## src/rtl/pb_step_conditioner.sv

```systemverilog
`default_nettype none
// ============================================================================
// Module   : pb_step_conditioner
// Purpose  : Conditions raw pushbuttons for the button-clocked state machine.
//            Each channel is synchronized to hz100, debounced, and turned
//            into a one-cycle press pulse, a one-cycle release pulse and a
//            clean debounced level. Optional auto-repeat re-fires press
//            while a button stays held.
// Ports    : hz100          - 100 Hz system clock, rising edge
//            reset_n        - asynchronous active-low reset
//            pb_raw[NCH]    - raw asynchronous button levels, 1 = pressed
//            press[NCH]     - one-cycle pulse per accepted press or repeat
//            release_pulse[NCH] - one-cycle pulse per accepted release
//                             (release is a reserved word in SystemVerilog)
//            level[NCH]     - debounced button state
// Revision : 1.0 - initial release
// ============================================================================
module pb_step_conditioner #(
  parameter int NCH           = 2,
  parameter int DEBOUNCE      = 5,
  parameter int REPEAT_EN     = 0,
  parameter int REPEAT_DELAY  = 50,
  parameter int REPEAT_PERIOD = 10
) (
  input  logic           hz100,
  input  logic           reset_n,
  input  logic [NCH-1:0] pb_raw,
  output logic [NCH-1:0] press,
  output logic [NCH-1:0] release_pulse,
  output logic [NCH-1:0] level
);

  // Terminal values of the 8-bit counters. The debounce counter reaches
  // DEBOUNCE-1 on the DEBOUNCE-th consecutive stable sample because the
  // first stable sample loads it with 1.
  localparam logic [7:0] DEB_LAST = 8'(DEBOUNCE - 1);
  localparam logic [7:0] DLY_LAST = 8'(REPEAT_DELAY - 1);
  localparam logic [7:0] PER_LAST = 8'(REPEAT_PERIOD - 1);

  typedef enum logic [1:0] {
    ST_IDLE         = 2'd0,
    ST_PRESS_WAIT   = 2'd1,
    ST_HELD         = 2'd2,
    ST_RELEASE_WAIT = 2'd3
  } state_t;

  // Two-flop synchronizer; the FSMs only ever look at the second stage.
  logic [NCH-1:0] sync_q1;
  logic [NCH-1:0] sync_q2;

  always_ff @(posedge hz100 or negedge reset_n) begin
    if (!reset_n) begin
      sync_q1 <= '0;
      sync_q2 <= '0;
    end else begin
      sync_q1 <= pb_raw;
      sync_q2 <= sync_q1;
    end
  end

  for (genvar ch = 0; ch < NCH; ch++) begin : g_ch
    state_t     state_q, state_d;
    logic [7:0] cnt_q, cnt_d;
    logic [7:0] rcnt_q, rcnt_d;
    logic       rptd_q, rptd_d;   // first repeat already fired in this hold
    logic       press_q, press_d;
    logic       rel_q, rel_d;
    logic       level_q, level_d;
    logic       s;

    assign s = sync_q2[ch];

    always_ff @(posedge hz100 or negedge reset_n) begin
      if (!reset_n) begin
        state_q <= ST_IDLE;
        cnt_q   <= 8'd0;
        rcnt_q  <= 8'd0;
        rptd_q  <= 1'b0;
        press_q <= 1'b0;
        rel_q   <= 1'b0;
        level_q <= 1'b0;
      end else begin
        state_q <= state_d;
        cnt_q   <= cnt_d;
        rcnt_q  <= rcnt_d;
        rptd_q  <= rptd_d;
        press_q <= press_d;
        rel_q   <= rel_d;
        level_q <= level_d;
      end
    end

    always_comb begin
      state_d = state_q;
      cnt_d   = cnt_q;
      rcnt_d  = rcnt_q;
      rptd_d  = rptd_q;
      press_d = 1'b0;
      rel_d   = 1'b0;
      level_d = level_q;

      case (state_q)
        ST_IDLE: begin
          if (s) begin
            if (DEBOUNCE == 1) begin
              state_d = ST_HELD;
              press_d = 1'b1;
              level_d = 1'b1;
              rcnt_d  = 8'd0;
              rptd_d  = 1'b0;
            end else begin
              state_d = ST_PRESS_WAIT;
              cnt_d   = 8'd1;
            end
          end
        end

        ST_PRESS_WAIT: begin
          if (!s) begin
            state_d = ST_IDLE;
          end else if (cnt_q == DEB_LAST) begin
            state_d = ST_HELD;
            press_d = 1'b1;
            level_d = 1'b1;
            rcnt_d  = 8'd0;
            rptd_d  = 1'b0;
          end else begin
            cnt_d = cnt_q + 8'd1;
          end
        end

        ST_HELD: begin
          if (!s) begin
            if (DEBOUNCE == 1) begin
              state_d = ST_IDLE;
              rel_d   = 1'b1;
              level_d = 1'b0;
            end else begin
              state_d = ST_RELEASE_WAIT;
              cnt_d   = 8'd1;
            end
          end else if (REPEAT_EN != 0) begin
            // rcnt counts cycles since HELD entry (or since the last
            // repeat); it is reloaded on every fire so it cannot overflow.
            if (rcnt_q == (rptd_q ? PER_LAST : DLY_LAST)) begin
              press_d = 1'b1;
              rcnt_d  = 8'd0;
              rptd_d  = 1'b1;
            end else begin
              rcnt_d = rcnt_q + 8'd1;
            end
          end
        end

        ST_RELEASE_WAIT: begin
          // rcnt/rptd are untouched here, so a rejected release glitch
          // resumes the repeat schedule where it left off.
          if (s) begin
            state_d = ST_HELD;
          end else if (cnt_q == DEB_LAST) begin
            state_d = ST_IDLE;
            rel_d   = 1'b1;
            level_d = 1'b0;
          end else begin
            cnt_d = cnt_q + 8'd1;
          end
        end

        default: begin
          state_d = ST_IDLE;
        end
      endcase
    end

    assign press[ch]         = press_q;
    assign release_pulse[ch] = rel_q;
    assign level[ch]         = level_q;
  end

endmodule
`default_nettype wire

```

## config.mk

```make
export PLATFORM = sky130hd
export DESIGN_NAME = pb_step_conditioner
export DESIGN_NICKNAME = d
export VERILOG_FILES = /design/src/rtl/pb_step_conditioner.sv
export SDC_FILE = /design/constraint.sdc
export NUM_CORES = 1
export LEC_CHECK = 0
export CAP_MARGIN = 20
export CORE_ASPECT_RATIO = 1.75
export CORE_MARGIN = 8
export CORE_UTILIZATION = 61
export DETAILED_ROUTE_END_ITERATION = 6
export PLACE_DENSITY = 0.84
export SLEW_MARGIN = 15
export SYNTH_ARGS = -nofsm -noshare
export SYNTH_HDL_FRONTEND = slang
export SYNTH_SLANG_ARGS = --single-unit
```

## constraint.sdc

```tcl
create_clock -name hz100 -period 4.45 [get_ports hz100]
set_clock_uncertainty 0.15 [all_clocks]
set_input_delay 0.89 -clock hz100 [delete_from_list [all_inputs] [get_ports hz100]]
set_output_delay 0.89 -clock hz100 [all_outputs]
set_load 0.02 [all_outputs]
```

==> flow_metrics.py, run 1 <==
metrics = {
    "timing": {
        "total_negative_setup_slack_ns": 0,
        "max-slew-margin-rel": 0.5424,
        "final.period_utilization": 0.5170,
        "final_max_slew_viol_count": 0,
        "slew_at_the_pin_closest_to_its_max_slew_limit_ns": 0.6772,
        "rsz0062_at_grt": "no",
        "max_freq_ghz": 0.4346,
        "post-route-min-period_ns": 2.301,
        "timing.final.setup_violations": 0,
        "finalHoldViolations": 0,
    },
    "cts": {
        "postCtsSetupBuffers": 0,
        "cts.hold.buffers_added": 0,
        "ctsResizeCount": 0,
        "cts_tree": "done",
        "cts.path.max_buffers": 2,
        "clkLatencyLatePin_ns": 0.28,
        "clk_pin_slew_ns": 0.06,
        "cts.root.buffer_cell": "clkbuf_8",
        "h-tree-depth": 2,
        "tritoncts.num_buffers": 5,
        "numClockSinks": 30,
    },
    "global_route": {
        "global_route_total_overflow": 0,
        "grt.total_usage": 0.1558,
        "first_global_vias": 1124,
        "pin_count_of_the_biggest_net_entering_global_routing": 31,
        "grt_antenna_before_repair": 0,
        "grt_first_pass_wirelength_um": 4995,
    },
    "synth": {
        "synth_top_family_by_area": "simple AND/OR/NAND/NOR gates",
        "synth_seq_area_share": 0.5063,
        "synth-main-ff-cell": "dfrtp_1",
        "yosys-mux-area-fraction": 0.02110,
        "postSynth.asyncResetShare": 1.000,
        "postSynthRegisterBits": 30,
        "synth_top_area_cell": "dfrtp_1",
        "yosys.area_share.simple": 0.2338,
        "number_of_synthesized_flops_with_an_enable_pin": 0,
        "synth_adder_area_share": 0.03376,
        "syn-cell-area_um2": 1483,
        "synth_xor_xnor_area_share": 0.01181,
        "syn-mean-instance-area_um2": 10.30,
        "synthDominantCellAreaShare": 0.5063,
        "synth_warnings": 0,
        "post_synth_num_cell_types": 37,
        "synth_fp_nets": 152,
        "synth_compound_gate_area_share": 0.1325,
        "synthTopCellsByArea": "dfrtp_1 (51%), nand2_1 (4.6%), o21ai_0 (3.7%), buf_4 (3.5%), ha_1 (3.4%)",
        "synth_instances": 144,
    },
    "pwr": {
        "power_per_cell_area_nw_per_um2": 522.9,
        "power.ir.vdd_worst_mv": 0.3719,
        "power.total_w": 0.0008611,
        "p_leak_nw": 0.7597,
    },
    "critical_path": {
        "critical_path_class": "reg -> out",
        "crit_path_dat_ns": 1.26,
        "crit_slowest_cell": "clkdlybuf4s50_1",
        "timing.rr.start": "g_ch[1].cnt_q[0]$_DFFE_PN0P_",
        "path_delay_family": "buffers and inverters",
        "critPathRequiredTime_ns": 3.41,
        "ff2ff_setup_slack_ns": 2.27,
        "critical_path.max_stage_delay_ns": 0.62,
        "crit_path_start": "g_ch[1].level_q$_DFFE_PN0P_",
        "worst-path-buf-inv": 1,
        "crit_path_max_fanout": 3,
        "worst_r2r_path_depth": 7,
        "critical_path.startpoint_type": "flop",
        "reg_to_reg_end": "g_ch[1].cnt_q[4]$_DFFE_PN0P_",
        "crit_chain": "clkdlybuf4s50_1",
        "critical_path.endpoint_type": "primary output",
    },
    "floorplanning": {
        "die_width_um": 53.27,
        "fp.dieArea_um2": 4327,
        "core.rowCount": 23,
        "initial_utilization": 0.6440,
        "core_area_um2": 2302,
        "die_h_um": 81.22,
        "ios": 10,
    },
    "final_layout": {
        "finish.instance_area_um2": 1647,
        "area_growth_pct": 11.05,
        "filler_cell_count": 182,
        "antennaDiodeCount": 0,
        "fin_nets": 161,
        "post_route_cells_drive_above_1_share": 0.08442,
    },
    "drt": {
        "detail_route.iter0.violations": 53,
        "number_of_vias_per_cell_after_detailed_routing": 6.000,
        "detail-route-antenna-nets": 0,
        "wirelength_um": 2893,
        "drt_first_pass_iters": 4,
        "post-route-drc-count": 0,
        "num_vias": 1074,
        "post_drt_wl_per_cell_um": 16.16,
    },
    "run_status": {
        "status": "finished clean",
    },
    "place": {
        "detailed_placer_s_ending_hpwl_um": 2122,
        "place_area_um2": 1555,
        "placement.io_buffers": 9,
        "gpl.final_weighted_congestion": 0.8214,
    },
    "flow_run": {
        "maxcap_viol_count": 0,
    },
    "min_path": {
        "whs_endpoint": "sync_q2[1]$_DFF_PN0_",
        "holdPathStages": 0,
        "worstHoldStart": "sync_q1[1]$_DFF_PN0_",
        "worstHoldPathType": "reg -> reg",
    },
}
-- where the power goes --
group | switching (W) | total, W | internal [W]
registers | 0.0000714 | 0.000394 | 0.000323
clock network | 0.0000964 | 0.000221 | 0.000124
logic | 0.000145 | 0.000246 | 0.000101
-- per-stage QoR --
step / instances / util / hold slack, ns / worst slack, ns
2_1_floorplan: 144 / - / 0.1812 / 2.665
3_3_place_gp: 171 / 0.6755 / 0.1844 / 2.387
3_5_place_dp: 171 / 0.6755 / 0.1913 / 2.292
4_1_cts: 179 / 0.7152 / 0.2051 / 2.130
5_1_grt: 179 / 0.7152 / 0.2063 / 2.060
6_report: 179 / 0.7152 / 0.2019 / 2.149
-- layout make-up --
cell class / count / area [um2] / area share
Clock buffer: 7 / 86.33 / 0.05243
Inverter: 9 / 33.78 / 0.02052
Multi-Input combinational cell: 97 / 641.9 / 0.3898
Sequential cell: 30 / 750.7 / 0.4559
Tap cell: 25 / 31.28 / 0.01900
Timing Repair Buffer: 10 / 97.59 / 0.05927
Clock inverter: 1 / 5.005 / 0.003040
-- synth_stat cells (4+ instances only) --
cell type and count:
dfrtp_1 30, nand3_1 5, nor3b_1 5, nand2_1 18, nor2_1 8, ha_1 4, inv_1 9, o21ai_0 11
and3_1 5, buf_4 7
-- worst max-delay path by stage --
stage                                   end  slack (ns)  cells after the start
2_1_floorplan  g_ch[1].cnt_q[5]$_DFFE_PN0P_        2.66                      7
3_5_place_dp   g_ch[1].cnt_q[5]$_DFFE_PN0P_        2.29                      7
4_1_cts                            level[1]        2.13                      1
3_3_place_gp   g_ch[1].cnt_q[5]$_DFFE_PN0P_        2.39                      7
6_report                           level[1]        2.15                      1
5_1_grt        g_ch[1].cnt_q[4]$_DFFE_PN0P_        2.06                      7
-- registers in the layout, summed over array words and instances (netlist names), named ones only --
signal	cells
sync_q1	2
g_ch.cnt_q	16
g_ch.state_q	2
g_ch.rel_q	2
g_ch.level_q	2
g_ch.press_q	2
sync_q2	2
-- layer usage --
metal / global-route usage / wire, um / part of all wire
met4: 0.07360 / 56 / 0.019
met5: 0 / 0 / 0
met1: 0.1479 / 1107 / 0.38
met2: 0.2842 / 1662 / 0.57
met3: 0.05119 / 66 / 0.023
-- kinds of logic after synthesis --
logic type	Yosys count
AO/OA/AOI/OAI	29
XOR/XNOR	2
adder cells (fa/ha/maj)	4
buffers and inverters	17
flip-flops	30
multiplexers	3
AND/OR/NAND/NOR	59
-- cells in the final DEF, fill, tap and decap left out, types with 3 or more instances in the layout --
| cell | n |
|---|---|
| dfrtp_1 | 30 |
| inv_1 | 9 |
| nand4_1 | 3 |
| clkdlybuf4s50_1 | 9 |
| nor2_1 | 8 |
| a21o_1 | 3 |
| a21oi_1 | 3 |
| nand3_1 | 5 |
| and3_1 | 5 |
| ha_1 | 4 |
| o21ai_0 | 11 |
| o211ai_1 | 3 |
| nor3b_1 | 5 |
| clkbuf_8 | 6 |
| nand2_1 | 18 |
No activity file was read; power rests on OpenSTA's default activity.
==> run 2: changes to the inputs <==
--- a/config.mk
+++ b/config.mk
@@ -8,9 +8,9 @@
 export CAP_MARGIN = 20
 export CORE_ASPECT_RATIO = 1.75
 export CORE_MARGIN = 8
-export CORE_UTILIZATION = 61
+export CORE_UTILIZATION = 51
 export DETAILED_ROUTE_END_ITERATION = 6
-export PLACE_DENSITY = 0.84
+export PLACE_DENSITY = 0.75
 export SLEW_MARGIN = 15
 export SYNTH_ARGS = -nofsm -noshare
 export SYNTH_HDL_FRONTEND = slang
==> constraint.sdc (replaced) <==
create_clock -name hz100 -period 1.9 [get_ports hz100]
set_clock_uncertainty 0.15 [all_clocks]
set_input_delay 0.38 -clock hz100 [delete_from_list [all_inputs] [get_ports hz100]]
set_output_delay 0.38 -clock hz100 [all_outputs]
set_load 0.02 [all_outputs]
==> run 2 against run 1 <==
Worst hold slack got worse by 0.0010 ns. Critical path depth is 3 higher. Combinational power grew to 3.2 times the previous value. Worst setup slack lost 2.1 ns. First-iteration DRC count fell by 43%. Clock power grew to 2.9 times the previous value. Die area up 15%. Non-clock buffer count rose by 11. Sequential power grew 120%. Clock-buffer cell count down 1. Critical path type is now reg -> reg. Critical endpoint is now g_ch[0].cnt_q[7]$_DFFE_PN0P_. Largest cell class unchanged. Largest power group unchanged.
==> flow_metrics.py, run 2 (synthesis results as in run 1) <==
metrics = {
    "timing": {
        "timing.final.setup_violations": 0,
        "final_max_slew_viol_count": 0,
        "finalHoldViolations": 0,
        "slew_at_the_pin_closest_to_its_max_slew_limit_ns": 0.3757,
        "rsz0062_at_grt": "yes",
        "post-route-min-period_ns": 1.818,
        "final.period_utilization": 0.9567,
        "max-slew-margin-rel": 0.7483,
        "max_freq_ghz": 0.5501,
        "hold-worst-slack_ns": 0.2008,
    },
    "critical_path": {
        "critPathRequiredTime_ns": 1.91,
        "crit_path_dat_ns": 1.83,
        "ff2ff_setup_slack_ns": 0.08,
        "crit_path_max_fanout": 6,
        "setup.worst_path.end": "g_ch[0].cnt_q[7]$_DFFE_PN0P_",
        "critical_path_class": "reg -> reg",
        "reg_to_reg_end": "g_ch[0].cnt_q[7]$_DFFE_PN0P_",
        "critical_path.startpoint_type": "flop",
        "timing.rr.start": "g_ch[0].cnt_q[5]$_DFFE_PN0P_",
        "critical_path.endpoint_type": "flop",
        "crit_path_start": "g_ch[0].cnt_q[5]$_DFFE_PN0P_",
        "worst-path-buf-inv": 0,
        "crit_slowest_cell": "or4b_4",
        "crit_chain": "or4b_4 -> o21ai_4 -> nor4b_1 -> a311o_1",
        "critical_path_depth": 4,
        "critical_path.max_stage_delay_ns": 0.57,
        "path_delay_family": "simple AND/OR/NAND/NOR gates",
        "worst_r2r_path_depth": 4,
    },
    "pwr": {
        "power_per_cell_area_nw_per_um2": 1285,
        "clock_power_share": 0.277,
        "power.total_w": 0.002293,
        "power.share.switching": 0.3287,
        "p_leak_nw": 0.8340,
        "p_int_w": 0.001539,
        "net-switching-power_w": 0.0007539,
        "power.combinational.fraction": 0.340,
        "power.ir.vdd_worst_mv": 0.9661,
        "seq_power_share": 0.383,
    },
    "drt": {
        "number_of_vias_per_cell_after_detailed_routing": 6.010,
        "detail_route.iter0.violations": 30,
        "num_vias": 1154,
        "wirelength_um": 2922,
        "detail-route-antenna-nets": 0,
        "post_drt_wl_per_cell_um": 15.22,
        "post-route-drc-count": 0,
        "drt_first_pass_iters": 4,
    },
    "floorplanning": {
        "core.rowCount": 26,
        "core_area_um2": 2863,
        "die_h_um": 87.33,
        "die_width_um": 56.76,
        "ios": 10,
        "fp.dieArea_um2": 4957,
        "initial_utilization": 0.5179,
    },
    "global_route": {
        "first_global_vias": 1113,
        "grt_first_pass_wirelength_um": 4795,
        "global_route_total_overflow": 0,
        "pin_count_of_the_biggest_net_entering_global_routing": 31,
        "grt.total_usage": 0.1256,
        "grt_antenna_before_repair": 0,
    },
    "final_layout": {
        "storage_cell_area_um2": 750.7,
        "largest_register_ffs": 16,
        "finish.utilization": 0.6233,
        "post_route_cells_drive_above_1_share": 0.1646,
        "most-common-layout-cells": "dfrtp_1 (30), nand2_1 (18), buf_4 (12)",
        "multiInputGateArea_um2": 671.9,
        "area_growth_pct": 20.34,
        "layout.cells.most_common": "dfrtp_1",
        "finish.instance_area_um2": 1784,
        "largest-register": "g_ch.cnt_q",
        "antennaDiodeCount": 0,
        "filler_cell_count": 245,
        "fin_nets": 172,
    },
    "place": {
        "place_area_um2": 1634,
        "placement.io_buffers": 9,
        "gpl.final_weighted_congestion": 0.8763,
        "detailed_placer_s_ending_hpwl_um": 2143,
    },
    "cts": {
        "cts_tree": "done",
        "numClockSinks": 30,
        "cts.hold.buffers_added": 0,
        "h-tree-depth": 2,
        "clkLatencyLatePin_ns": 0.28,
        "clk_pin_slew_ns": 0.06,
        "tritoncts.num_buffers": 5,
        "cts.path.max_buffers": 2,
        "cts.root.buffer_cell": "clkbuf_8",
    },
    "min_path": {
        "worstHoldPathType": "reg -> reg",
    },
    "flow_run": {
        "maxcap_viol_count": 0,
    },
    "run_status": {
        "status": "finished clean",
    },
}
-- run 2: worst min path at each step --
stage                          from                          to  slack [ns]  depth (start not counted)
2_1_floorplan               reset_n  asynchronous set/reset pin       -0.07                          0
3_3_place_gp   sync_q1[0]$_DFF_PN0_        sync_q2[0]$_DFF_PN0_        0.18                          0
3_5_place_dp   sync_q1[1]$_DFF_PN0_        sync_q2[1]$_DFF_PN0_        0.19                          0
4_1_cts        sync_q1[1]$_DFF_PN0_        sync_q2[1]$_DFF_PN0_        0.21                          0
5_1_grt        sync_q1[1]$_DFF_PN0_        sync_q2[1]$_DFF_PN0_        0.21                          0
6_report       sync_q1[1]$_DFF_PN0_        sync_q2[1]$_DFF_PN0_        0.20                          0
-- run 2: layer usage --
| metal | track usage | up-vias | wire length (um) |
|---|---|---|---|
| li1 | - | 548 | - |
| met1 | 0.1081 | 584 | 1057 |
| met3 | 0.03947 | 8 | 91 |
| met5 | 0 | - | 0 |
| met4 | 0.08155 | 0 | 84 |
| met2 | 0.2355 | 14 | 1689 |
-- run 2: stage by stage --
stage / TNS (ns) / worst slack (ns) / instances
2_1_floorplan: 0 / 0.1149 / 144
6_report: 0 / 0.08218 / 192
3_5_place_dp: 0 / 0.07830 / 184
4_1_cts: 0 / 0.06126 / 191
5_1_grt: -0.002519 / -0.002519 / 192
3_3_place_gp: 0 / 0.1382 / 184
-- run 2: layout make-up --
class / instances / area share
clock buffers: 6 / 0.04628
clock inverters: 1 / 0.01683
inverters: 9 / 0.01893
multi-input cells: 97 / 0.3766
flip-flops and latches: 30 / 0.4208
well taps: 28 / 0.01964
repair buffers: 21 / 0.1010
-- run 2: power by group through the flow --
stage	Sequential, W	Clock [W]	Combinational [W]
6_report	0.000879	0.000634	0.000780
5_1_grt	0.000893	0.000679	0.000870
4_1_cts	0.000871	0.000654	0.000742
3_5_place_dp	0.000881	0	0.000726
3_3_place_gp	0.000874	0	0.000697
2_1_floorplan	0.000870	0	0.000479
-- run 2: what timing repair did --
item | in CTS | in global routing
resized for setup | 1 | 3
hold endpoints to repair | 0 | 0
endpoints found under the setup margin | 3 | 8
buffers inserted | 0 | 1
gates cloned | 0 | 0
==> run 3: changes to the inputs <==
--- a/config.mk
+++ b/config.mk
@@ -5,12 +5,11 @@
 export SDC_FILE = /design/constraint.sdc
 export NUM_CORES = 1
 export LEC_CHECK = 0
-export CAP_MARGIN = 20
 export CORE_ASPECT_RATIO = 1.75
 export CORE_MARGIN = 8
-export CORE_UTILIZATION = 51
+export CORE_UTILIZATION = 61
 export DETAILED_ROUTE_END_ITERATION = 6
-export PLACE_DENSITY = 0.75
+export PLACE_DENSITY = 0.84
 export SLEW_MARGIN = 15
 export SYNTH_ARGS = -nofsm -noshare
 export SYNTH_HDL_FRONTEND = slang
==> constraint.sdc (replaced) <==
create_clock -name hz100 -period 2.2 [get_ports hz100]
set_clock_uncertainty 0.15 [all_clocks]
set_input_delay 0.44 -clock hz100 [delete_from_list [all_inputs] [get_ports hz100]]
set_output_delay 0.44 -clock hz100 [all_outputs]
set_load 0.02 [all_outputs]
==> run 3 against run 2 <==
Sequential share of layout area increased by 3.3 points. Worst hold slack about the same. Wire length increased by 5.2%. Die area decreased by 13%. Combinational power decreased by 28%. Clock-buffer cell count decreased by 1. Sequential power decreased by 12%. Critical path depth unchanged.
==> flow_metrics.py, run 3 (synthesis results as in run 1) <==
metrics = {
    "run_status": {
        "status": "finished clean",
    },
    "final_layout": {
        "fin_nets": 163,
        "finalNonFillerCells": 180,
        "post_route_cells_drive_above_1_share": 0.1032,
        "antennaDiodeCount": 0,
        "area_growth_pct": 11.65,
        "filler_cell_count": 180,
        "finish.utilization": 0.7190,
        "most-common-layout-cells": "dfrtp_1 (30), nand2_1 (18), o21ai_0 (11)",
        "largest-register": "g_ch.cnt_q",
        "layout.cells.most_common": "dfrtp_1",
        "largest_register_ffs": 16,
    },
    "floorplanning": {
        "ios": 10,
        "die_width_um": 53.27,
        "fp.dieArea_um2": 4327,
        "die_h_um": 81.22,
        "core.rowCount": 23,
        "core_area_um2": 2302,
        "initial_utilization": 0.6440,
    },
    "critical_path": {
        "critPathRequiredTime_ns": 2.20,
        "crit_slowest_cell": "or4b_4",
        "worst-path-buf-inv": 0,
        "worst_r2r_path_depth": 4,
        "reg_to_reg_end": "g_ch[0].level_q$_DFFE_PN0P_",
        "critical_path_depth": 4,
        "critPathMostFrequentCell": "o21ai_0",
        "timing.rr.start": "g_ch[0].cnt_q[4]$_DFFE_PN0P_",
        "crit_path_dat_ns": 1.97,
        "crit_path_start": "g_ch[0].cnt_q[4]$_DFFE_PN0P_",
        "crit_path_max_fanout": 8,
        "crit_chain": "or4b_4 -> or2_2 -> o21ai_0 -> o21ai_0",
        "path_delay_family": "simple AND/OR/NAND/NOR gates",
        "critical_path.max_stage_delay_ns": 0.60,
        "ff2ff_setup_slack_ns": 0.23,
        "critical_path.startpoint_type": "flop",
        "critical_path_class": "reg -> reg",
        "setup.worst_path.end": "g_ch[0].level_q$_DFFE_PN0P_",
        "critical_path.endpoint_type": "flop",
    },
    "pwr": {
        "power_per_cell_area_nw_per_um2": 1054,
        "power.total_w": 0.001744,
        "power.ir.vdd_worst_mv": 0.6997,
        "p_leak_nw": 0.7659,
    },
    "global_route": {
        "grt.total_usage": 0.1612,
        "grt_first_pass_wirelength_um": 5168,
        "global_route_total_overflow": 0,
        "pin_count_of_the_biggest_net_entering_global_routing": 31,
        "grt_antenna_before_repair": 0,
        "first_global_vias": 1226,
    },
    "timing": {
        "final_max_slew_viol_count": 0,
        "rsz0062_at_grt": "no",
        "slew_at_the_pin_closest_to_its_max_slew_limit_ns": 0.5412,
        "finalHoldViolations": 0,
        "timing.final.setup_violations": 0,
        "final.period_utilization": 0.8966,
        "max_freq_ghz": 0.5070,
        "max-slew-margin-rel": 0.6366,
        "total_negative_setup_slack_ns": 0,
        "post-route-min-period_ns": 1.972,
        "worst_slack_ns": 0.2275,
    },
    "drt": {
        "wirelength_um": 3075,
        "detail-route-antenna-nets": 0,
        "post_drt_wl_per_cell_um": 17.08,
        "num_vias": 1099,
        "drt_first_pass_iters": 4,
        "number_of_vias_per_cell_after_detailed_routing": 6.106,
        "post-route-drc-count": 0,
        "detail_route.iter0.violations": 25,
    },
    "flow_run": {
        "maxcap_viol_count": 0,
    },
    "min_path": {
        "worstHoldStart": "sync_q1[0]$_DFF_PN0_",
        "worstHoldPathType": "reg -> reg",
    },
    "cts": {
        "tritoncts.num_buffers": 5,
        "cts.path.max_buffers": 2,
        "postCtsSetupBuffers": 0,
        "cts.hold.buffers_added": 0,
        "numClockSinks": 30,
        "cts.root.buffer_cell": "clkbuf_8",
        "clkLatencyLatePin_ns": 0.28,
        "ctsResizeCount": 0,
        "clk_pin_slew_ns": 0.06,
        "h-tree-depth": 2,
        "cts_tree": "done",
    },
    "place": {
        "placement.io_buffers": 9,
        "gpl.final_weighted_congestion": 0.8889,
        "place_ws_ns": 0.1285,
        "detailed_placer_s_ending_hpwl_um": 2233,
        "placed_cells_incl_taps": 173,
    },
}
==> run 3: worst min path at each step <==
stage / endpoint / slack (ns) / cells past startpoint
2_1_floorplan: asynchronous set/reset pin / -0.006 / 0
5_1_grt: sync_q2[0]$_DFF_PN0_ / 0.21 / 0
3_5_place_dp: sync_q2[1]$_DFF_PN0_ / 0.19 / 0
6_report: sync_q2[0]$_DFF_PN0_ / 0.20 / 0
3_3_place_gp: sync_q2[0]$_DFF_PN0_ / 0.18 / 0
4_1_cts: sync_q2[0]$_DFF_PN0_ / 0.21 / 0
==> run 3: cell type report <==
class                      count  area (um2)  share of cell area
tap                           25       31.28             0.01890
sequential                    30       750.7              0.4535
clock inverter                 2       10.01            0.006047
clock buffer                   5       68.82             0.04157
inverter                       9       33.78             0.02041
timing repair buffer          12       112.6             0.06803
multi-input combinational     97       648.1              0.3915
==> run 3: worst reg2reg max path: stages, from the launching register on <==
cell	delay (ns)
dfrtp_1	0.46
or4b_4	0.60
or2_2	0.33
o21ai_0	0.17
o21ai_0	0.13
==> run 3: per-stage QoR <==
stage,cell area [um2],hold slack (ns)
2_1_floorplan,1483,-0.005591
3_3_place_gp,1570,0.1838
3_5_place_dp,1570,0.1855
4_1_cts,1649,0.2083
5_1_grt,1655,0.2114
6_report,1655,0.2013
==> run 3: metal layers <==
metal | up-vias | wire [um] | share of wire | track usage
met5 | - | 0 | 0 | 0
met4 | 0 | 151 | 0.049 | 0.1371
met3 | 13 | 91 | 0.030 | 0.05302
met2 | 18 | 1743 | 0.57 | 0.2759
met1 | 541 | 1089 | 0.35 | 0.1433
li1 | 527 | - | - | -
==> run 3: report_power, final <==
group / total (W) / leakage, nW / switching, W / internal (W)
Clock: 0.000410 / 0.0438 / 0.000198 / 0.000211
Sequential: 0.000775 / 0.383 / 0.000121 / 0.000654
Combinational: 0.000560 / 0.340 / 0.000330 / 0.000230
